## src/rtl/gpio_trig_pkg.sv

```systemverilog
// Shared types and defaults for the GPIO trigger sequencer.
// Latency: n/a (types and constants only).
// Backpressure: n/a.
package gpio_trig_pkg;

  // Default counter widths: phase/config counters and repeat/pulse counters
  localparam int unsigned DEF_CNT_W = 32;
  localparam int unsigned DEF_REP_W = 16;

  // Sequencer phases: waiting for start, initial delay, trigger high, trigger low
  typedef enum logic [1:0] {
    IDLE  = 2'd0,
    DELAY = 2'd1,
    HIGH  = 2'd2,
    LOW   = 2'd3
  } trig_state_e;

endpackage

```

## src/rtl/gpio_phase_cnt.sv

```systemverilog
// Loadable down-counter timing one sequencer phase; 'last' marks the final cycle.
// Latency: load takes effect on the next edge; 'last' is decoded from the register.
// Backpressure: none; 'dec' only advances while nonzero, so it idles at 0.
module gpio_phase_cnt
  import gpio_trig_pkg::*;
#(
  parameter int CNT_W = DEF_CNT_W
) (
  input  logic             sys_clk_i,
  input  logic             rst_n_i,
  input  logic             load,
  input  logic [CNT_W-1:0] load_val,
  input  logic             dec,
  output logic             last
);

  logic [CNT_W-1:0] cnt_q;

  // Load wins over decrement; decrement saturates at zero
  always_ff @(posedge sys_clk_i) begin
    if (!rst_n_i) begin
      cnt_q <= '0;
    end else if (load) begin
      cnt_q <= load_val;
    end else if (dec && (cnt_q != '0)) begin
      cnt_q <= cnt_q - CNT_W'(1);
    end
  end

  // A phase loaded with N cycles shows 'last' during its Nth cycle, so the
  // owner can switch phase on the following edge with no dead cycle.
  assign last = (cnt_q == CNT_W'(1));

endmodule

```

## src/rtl/gpio_trigger_gen.sv

```systemverilog
// Trigger sequencer: after start, waits a delay then emits width/period/repeat pulses.
// Latency: busy rises one edge after an accepted start; trigger rises delay edges after busy.
// Backpressure: none; start outside IDLE is dropped, abort returns to IDLE on the next edge.
module gpio_trigger_gen
  import gpio_trig_pkg::*;
#(
  parameter int CNT_W = DEF_CNT_W,
  parameter int REP_W = DEF_REP_W
) (
  input  logic             sys_clk_i,
  input  logic             rst_n_i,
  input  logic             start_i,
  input  logic             abort_i,
  input  logic [CNT_W-1:0] cfg_delay_i,
  input  logic [CNT_W-1:0] cfg_width_i,
  input  logic [CNT_W-1:0] cfg_period_i,
  input  logic [REP_W-1:0] cfg_repeat_i,
  output logic             gpio_start_trigger_o,
  output logic             busy_o,
  output logic             done_o,
  output logic             cfg_err_o,
  output logic [REP_W-1:0] pulse_cnt_o
);

  trig_state_e      state_q;

  // Latched run configuration. The delay is consumed directly by the phase
  // counter at start, so only width, low time and repeat are held.
  logic [CNT_W-1:0] width_q;
  logic [CNT_W-1:0] low_q;
  logic [REP_W-1:0] rep_q;

  logic             cfg_bad;
  logic             start_ok;
  logic [REP_W-1:0] pulse_cnt_nxt;
  logic             last_pulse;

  logic             ph_load;
  logic             ph_dec;
  logic [CNT_W-1:0] ph_val;
  logic             ph_last;

  // A zero-width pulse or a period with no low time cannot be generated
  assign cfg_bad       = (cfg_width_i == '0) || (cfg_period_i <= cfg_width_i);
  assign start_ok      = start_i && !cfg_bad;

  // Pulse count after the current high phase ends; repeat of 0 never terminates
  assign pulse_cnt_nxt = pulse_cnt_o + REP_W'(1);
  assign last_pulse    = (rep_q != '0) && (pulse_cnt_nxt == rep_q);

  // One counter times every phase; reload it with the next phase length as each phase ends
  always_comb begin
    ph_load = 1'b0;
    ph_dec  = 1'b0;
    ph_val  = '0;
    if (!abort_i) begin
      case (state_q)
        IDLE: begin
          if (start_ok) begin
            ph_load = 1'b1;
            ph_val  = (cfg_delay_i != '0) ? cfg_delay_i : cfg_width_i;
          end
        end
        DELAY: begin
          if (ph_last) begin
            ph_load = 1'b1;
            ph_val  = width_q;
          end else begin
            ph_dec  = 1'b1;
          end
        end
        HIGH: begin
          if (ph_last) begin
            ph_load = !last_pulse;
            ph_val  = low_q;
          end else begin
            ph_dec  = 1'b1;
          end
        end
        LOW: begin
          if (ph_last) begin
            ph_load = 1'b1;
            ph_val  = width_q;
          end else begin
            ph_dec  = 1'b1;
          end
        end
        default: begin
          ph_load = 1'b0;
        end
      endcase
    end
  end

  gpio_phase_cnt #(
    .CNT_W (CNT_W)
  ) u_phase_cnt (
    .sys_clk_i (sys_clk_i),
    .rst_n_i   (rst_n_i),
    .load      (ph_load),
    .load_val  (ph_val),
    .dec       (ph_dec),
    .last      (ph_last)
  );

  // Sequencer FSM with registered trigger, status and pulse count outputs
  always_ff @(posedge sys_clk_i) begin
    if (!rst_n_i) begin
      state_q              <= IDLE;
      width_q              <= '0;
      low_q                <= '0;
      rep_q                <= '0;
      gpio_start_trigger_o <= 1'b0;
      busy_o               <= 1'b0;
      done_o               <= 1'b0;
      cfg_err_o            <= 1'b0;
      pulse_cnt_o          <= '0;
    end else begin
      done_o    <= 1'b0;
      cfg_err_o <= 1'b0;
      if (abort_i) begin
        // Abort beats everything, including a start seen in IDLE; count is kept
        state_q              <= IDLE;
        gpio_start_trigger_o <= 1'b0;
        busy_o               <= 1'b0;
      end else begin
        case (state_q)
          IDLE: begin
            if (start_i) begin
              if (cfg_bad) begin
                cfg_err_o <= 1'b1;
              end else begin
                width_q     <= cfg_width_i;
                low_q       <= cfg_period_i - cfg_width_i;
                rep_q       <= cfg_repeat_i;
                pulse_cnt_o <= '0;
                busy_o      <= 1'b1;
                if (cfg_delay_i != '0) begin
                  state_q <= DELAY;
                end else begin
                  state_q              <= HIGH;
                  gpio_start_trigger_o <= 1'b1;
                end
              end
            end
          end
          DELAY: begin
            if (ph_last) begin
              state_q              <= HIGH;
              gpio_start_trigger_o <= 1'b1;
            end
          end
          HIGH: begin
            if (ph_last) begin
              pulse_cnt_o          <= pulse_cnt_nxt;
              gpio_start_trigger_o <= 1'b0;
              if (last_pulse) begin
                // Final pulse has no trailing low phase
                state_q <= IDLE;
                busy_o  <= 1'b0;
                done_o  <= 1'b1;
              end else begin
                state_q <= LOW;
              end
            end
          end
          LOW: begin
            if (ph_last) begin
              state_q              <= HIGH;
              gpio_start_trigger_o <= 1'b1;
            end
          end
          default: begin
            state_q <= IDLE;
          end
        endcase
      end
    end
  end

endmodule

```

## config.mk

```make
export PLATFORM = sky130hd
export DESIGN_NAME = gpio_trigger_gen
export DESIGN_NICKNAME = d
export VERILOG_FILES = /design/src/rtl/gpio_trig_pkg.sv /design/src/rtl/gpio_phase_cnt.sv /design/src/rtl/gpio_trigger_gen.sv
export SDC_FILE = /design/constraint.sdc
export NUM_CORES = 1
export LEC_CHECK = 0
export CAP_MARGIN = 20
export CORE_AREA = 2 2 134 233
export CTS_CLUSTER_DIAMETER = 50
export DETAILED_ROUTE_END_ITERATION = 6
export DIE_AREA = 0 0 136 235
export SYNTH_ARGS = -nofsm -noshare
export SYNTH_HDL_FRONTEND = slang
export SYNTH_SLANG_ARGS = --single-unit
```

## constraint.sdc

```tcl
create_clock -name sys_clk_i -period 5.4 [get_ports sys_clk_i]
set_clock_uncertainty 0.2 [all_clocks]
set_input_delay 0.54 -clock sys_clk_i [delete_from_list [all_inputs] [get_ports sys_clk_i]]
set_output_delay 0.54 -clock sys_clk_i [all_outputs]
set_load 0.005 [all_outputs]
```

-- Word level (Yosys, flattened, before mapping)
Index checks and enable logic that the tools add are counted.
- add/sub/neg operators: 3
- order comparisons: 1
- eq/ne operators: 11
- multiplexer cells: 40
- bitwise gates (word level): 7
- reduce and logical (&&, ||, !) cells: 23
- operator list (operator ; count):
    two-way mux 32 bit ; 7
    one-hot mux 32 bit (3 select lines) ; 1
    nonzero test 32 bit ; 2
    two-way mux 16 bit ; 3
    equality test 32 x 1 -> 1 bit (second input constant) ; 1
    less-or-equal comparator 32 bit ; 1
    logical NOT 32 bit ; 1
    one-hot mux 16 bit (2 select lines) ; 1
    subtractor 32 x 1 -> 32 bit (second input constant) ; 1
    subtractor 32 bit ; 1
    two-way mux 1 bit ; 18
    adder 16 x 1 -> 16 bit (second input constant) ; 1
    equality test 16 bit ; 1
    nonzero test 16 bit ; 1
    AND reduction 5 bit ; 3
    two-way mux 2 bit ; 6
    inequality test 2 bit (second input constant) ; 5
    AND reduction 4 bit ; 2
    OR reduction 4 bit ; 2
    NOT 1 bit ; 7
    one-hot mux 1 bit (3 select lines) ; 2
    one-hot mux 2 bit (3 select lines) ; 1
    equality test 2 bit (second input constant) ; 2
    nonzero test 2 bit ; 2
    9 further kinds ; 13
- flip-flop bits (word level): 134
- bits of input ports: 116
- logic and storage cells: 95

-- Longest topological paths before layout
- word-level depth: 8
- gate-level depth with buffers: 15

-- Cells and area by module
A second synthesis with hierarchy kept.
- cells, all modules: 1244
- area, all modules: 9362.7 µm²
- by module, submodules not included (module ; instances ; cells each ; area each (µm²) ; sequential area each (µm²)):
    gpio_trigger_gen ; 1 ; 1001 ; 7378.3 ; 2042.0
    gpio_phase_cnt ; 1 ; 243 ; 1984.4 ; 640.6

-- Worst setup path after synthesis
No wires, ideal clock.
- path kind: input to register
- start: in cfg_period_i[0]
- end: reg u_phase_cnt.cnt_q[10]
- library setup time: 134 ps
- arrival time: 3229 ps
- data required time: 5066 ps
- path slack: 1837 ps
- stages: 15
- buffers on the path: 2
- cells stage by stage: inv_1 ha_1 fa_1 nor2b_1 o2111ai_1 and3_1 o21ai_0 nor2b_1 o21a_1 a311oi_2 or2_1 buf_2 buf_6 a311oi_1 a211oi_1
- longest elaborated chain between the ends: 8
- elaborated cells on any way between the ends: 12
- RTL lines (element ; RTL line ; RTL):
    start, declared ; gpio_trigger_gen.sv:16 ; input logic [CNT_W-1:0] cfg_period_i,
    less-or-equal comparator 32 bit * ; gpio_trigger_gen.sv:44 ; assign cfg_bad = (cfg_width_i == '0) || (cfg_period_i <= cfg_width_i);
    logical OR 1 bit * ; gpio_trigger_gen.sv:44 ;
    logical NOT 1 bit * ; gpio_trigger_gen.sv:45 ; assign start_ok = start_i && !cfg_bad;
    logical AND 1 bit * ; gpio_trigger_gen.sv:45 ;
    two-way mux 32 bit or two-way mux 1 bit (tied branches) ; gpio_trigger_gen.sv:59 ; if (start_ok) begin
    one-hot mux 32 bit (3 select lines) or one-hot mux 1 bit (3 select lines) (tied branches) ; gpio_trigger_gen.sv:57 ; case (state_q)
    two-way mux 32 bit or two-way mux 1 bit (tied branches) ; gpio_trigger_gen.sv:56 ; if (!abort_i) begin
    two-way mux 32 bit or nonzero test 2 bit (tied branches) ; n/a ;
    end signal, assigned ; gpio_phase_cnt.sv:24 ; cnt_q <= load_val;
    end signal, assigned ; gpio_phase_cnt.sv:26 ; cnt_q <= cnt_q - CNT_W'(1);
    end, declared ; gpio_phase_cnt.sv:17 ; logic [CNT_W-1:0] cnt_q;
Every way passes the cells marked *; elsewhere a longest branch is shown, timed or not.
A chain may end at the register's enable or synchronous reset.

-- Worst setup path in the final report
- start: reg pulse_cnt_o[0]
- end: reg u_phase_cnt.cnt_q[2]
- longest elaborated chain between the ends: 8
- elaborated cells on any way between the ends: 9
- RTL lines (element ; RTL line ; RTL):
    start, declared ; gpio_trigger_gen.sv:22 ; output logic [REP_W-1:0] pulse_cnt_o
    start signal, assigned ; gpio_trigger_gen.sv:155 ; pulse_cnt_o <= pulse_cnt_nxt;
    adder 16 x 1 -> 16 bit * ; gpio_trigger_gen.sv:48 ; assign pulse_cnt_nxt = pulse_cnt_o + REP_W'(1);
    equality test 16 bit * ; gpio_trigger_gen.sv:49 ; assign last_pulse = (rep_q != '0) && (pulse_cnt_nxt == rep_q);
    logical AND 1 bit * ; gpio_trigger_gen.sv:49 ;
    logical NOT 1 bit * ; gpio_trigger_gen.sv:74 ; ph_load = !last_pulse;
    two-way mux 1 bit * ; gpio_trigger_gen.sv:73 ; if (ph_last) begin
    one-hot mux 1 bit (3 select lines) * ; gpio_trigger_gen.sv:57 ;
    two-way mux 1 bit * ; gpio_trigger_gen.sv:56 ;
    two-way mux 32 bit or nonzero test 2 bit (tied branches) ; n/a ;
Marked as above.

==> impl_metrics.ini <==
[detailed_routing]
route.detailed.drc = 0
wl_per_cell_um = 17.5
drt_wl_total_um = 30500
viasPerCell = 5.34
via_count = 9323
ant_nets = 0
drt_iter0_markers = 563
firstDrtPassIters = 5

[place]
placed_cells = 1715
dpl.hpwl_um = 23200
gp_congestion = 0.923
io_buffers = 135

[run]
max_cap_viol_count = 0

[floorplan]
row_count = 84
die_area_um2 = 32000
coreArea_um2 = 30100
die_x_um = 136
pin_count = 136
die_h_um = 235
start_util_pct = 29.6

[synthesis]
async_flop_share_pct = 0
synth_top_cell_by_area = dfxtp_1
yosysWarnings = 0
synth_edf_count = 0
postSynthAreaPerCell_um2 = 7.10
synth_area_leaders = dfxtp_1 30%, a21oi_1 9.7%, nand2_1 9.7%, ha_1 4.9%, xnor2_1 4.5%
ys_ff_latch = 134
synthCells = 1253
yosys-top-cells-count = 229 x nand2_1, 173 x a21oi_1, 134 x dfxtp_1
ys_types = 68
synthFlopType = dfxtp_1
ys_seq_area_share_pct = 30.1
synth_top_cell_area_share_pct = 30.1
postSynthNetCount = 1405
syn_area_um2 = 8900
synth_most_common_cell = nand2_1

[clock_network]
cts-root-buf = clkbuf_16
path_clk_slew_ns = 0.06
cts_max_path_buffers = 2
clock_latency_ns = 0.44
cts_buffers = 17
ctsHtreeMaxLevel = 4
post_cts_resized = 0
cts_tree = yes
clock_sinks = 134
post_cts_buffers = 0
ctsHoldBuffers = 0

[cells_and_area]
layout.nets = 1499
drive_gt1_share_pct = 5.00
instances_no_fill = 1747
antenna_cells = 0
nFillCells = 3245
area_delta_synth_final_pct = 25.9

[sta]
setup_viol = 0
max-slew-margin-rel_pct = 36.7
fin_crit_sh_pct = 89.4
finalSetupTns_ns = 0
hold_violations = 0
fmax_mhz = 207
rsz0062_at_grt = no
min_period_ns = 4.83
final-max-slew-violation-count = 0
tightest_slew_ns = 0.949

[global_routing]
grt_pass1_vias = 9262
antenna_found_initial = 0
grt_max_degree = 80
grt_pass1_wl_um = 48600
grt_util_all_layers_pct = 19.2
grt_overflow = 0

[worst_setup_path]
worstPathArrival_ns = 4.96
start_kind = register
critPathMaxStageDelay_ns = 0.69
crit_path_top_delay_cell = nor4_1
criticalPathCategory = reg -> reg
cp-end-kind = register
cp.required_ns = 5.53
cp_max_fo = 20
critical_path.cell_chain = ha_1 > nand3_1 > nor4_1 > xnor2_1 > o211ai_1 > nor4_1 > nand3_1 > a311oi_2 > or2_1 > buf_4 > a311oi_1 > a211oi_1

[power_and_ir_drop]
p_per_area_nw_per_um2 = 260
power.leakage_nw = 4.06
total_power_mw = 2.91
max-vdd-ir-drop_mv = 0.186

[min_path]
hold_path.class = reg -> reg

[status]
outcome = finished, final reports clean
## stage by stage
step / utilization (%) / cell area (µm²) / hold slack (ns) / setup slack [ns]
2_1_floorplan: - / 8900 / 0.232 / 1.84
4_1_cts: 37.3 / 11200 / 0.254 / 0.604
5_1_grt: 37.3 / 11200 / 0.272 / 0.292
3_3_place_gp: 35.2 / 10600 / 0.241 / 0.547
6_report: 37.3 / 11200 / 0.251 / 0.571
3_5_place_dp: 35.2 / 10600 / 0.245 / 0.562
## worst max-delay path: cells and delay by family (launching register included)
kind / cells / cell delay (ns)
XOR/XNOR: 1 / 0.19
AO/OA/AOI/OAI: 4 / 0.87
AND/OR/NAND/NOR: 5 / 2.30
flip-flops: 1 / 0.48
adder cells (fa/ha/maj): 1 / 0.32
buffers and inverters: 1 / 0.34
## layout by cell type, fill, tap and decap left out, types with 6 or more instances in the layout
cell	instances
a211oi_1	30
a21o_1	14
a21oi_1	173
a311oi_1	19
a31oi_1	35
and3_1	8
buf_4	17
clkbuf_16	17
clkdlybuf4s50_1	135
dfxtp_1	132
ha_1	35
inv_1	71
nand2_1	228
nand3_1	39
nand4_1	20
nor2_1	81
nor2b_1	6
nor3_1	32
nor4_1	28
o211ai_1	6
o21a_1	8
o21ai_0	46
o21bai_1	6
or3_1	17
xnor2_1	46
xor2_1	19
## path summary, 6_finish.rpt
path | start | endpoint | slack (ns) | cells after the start
setup / recovery | pulse_cnt_o[0] | u_phase_cnt.cnt_q[2] | 0.57 | 12
hold / removal | low_q[15] | low_q[15] | 0.25 | 2
setup reg to reg | pulse_cnt_o[0] | u_phase_cnt.cnt_q[2] | 0.57 | 12
hold reg to reg | low_q[15] | low_q[15] | 0.25 | 2
## logic make-up (layout without fill, tap and decap cells)
logic type,count (synthesis),in the layout,synth area share (%)
compound gates,377,377,26.0
fa+ha+maj,36,36,5.15
simple gates,490,490,25.5
buf+inv,150,257,6.69
mux,1,1,0.112
xor+xnor,65,65,6.40
flops,134,134,30.1
## power by group
part           internal (mW)  switching, mW  leakage, nW
Clock                  0.777          0.464        0.299
Sequential              1.03         0.0324         1.09
Combinational          0.269          0.339         2.68
Total                   2.08          0.835         4.06
## per-layer routing
metal	wire length (µm)	share of wire (%)	global-route usage, %	vias up
met1	12000	39	21.3	4349
met2	16300	53	35.3	265
li1	-	-	-	4652
met5	0	0	0	-
met4	1080	3.6	8.74	0
met3	1150	3.8	2.70	57
## state kept, by name, summed over array words and instances (netlist names)
signal and flops:
pulse_cnt_o 16, rep_q 16, u_phase_cnt.cnt_q 32, low_q 32
state_q 2, width_q 32, gpio_start_trigger_o 1, done_o 1
busy_o 1, cfg_err_o 1
## area by class of cell
type | instances | area (µm²) | share of cell area [%]
Multi-Input combinational cell | 969 | 5630 | 50.3
Sequential cell | 134 | 2690 | 24.0
Timing Repair Buffer | 153 | 1500 | 13.4
Clock buffer | 22 | 484 | 4.32
Tap cell | 387 | 484 | 4.32
Inverter | 72 | 272 | 2.42
Clock inverter | 10 | 144 | 1.28
No activity file was read; power rests on OpenSTA's default activity.
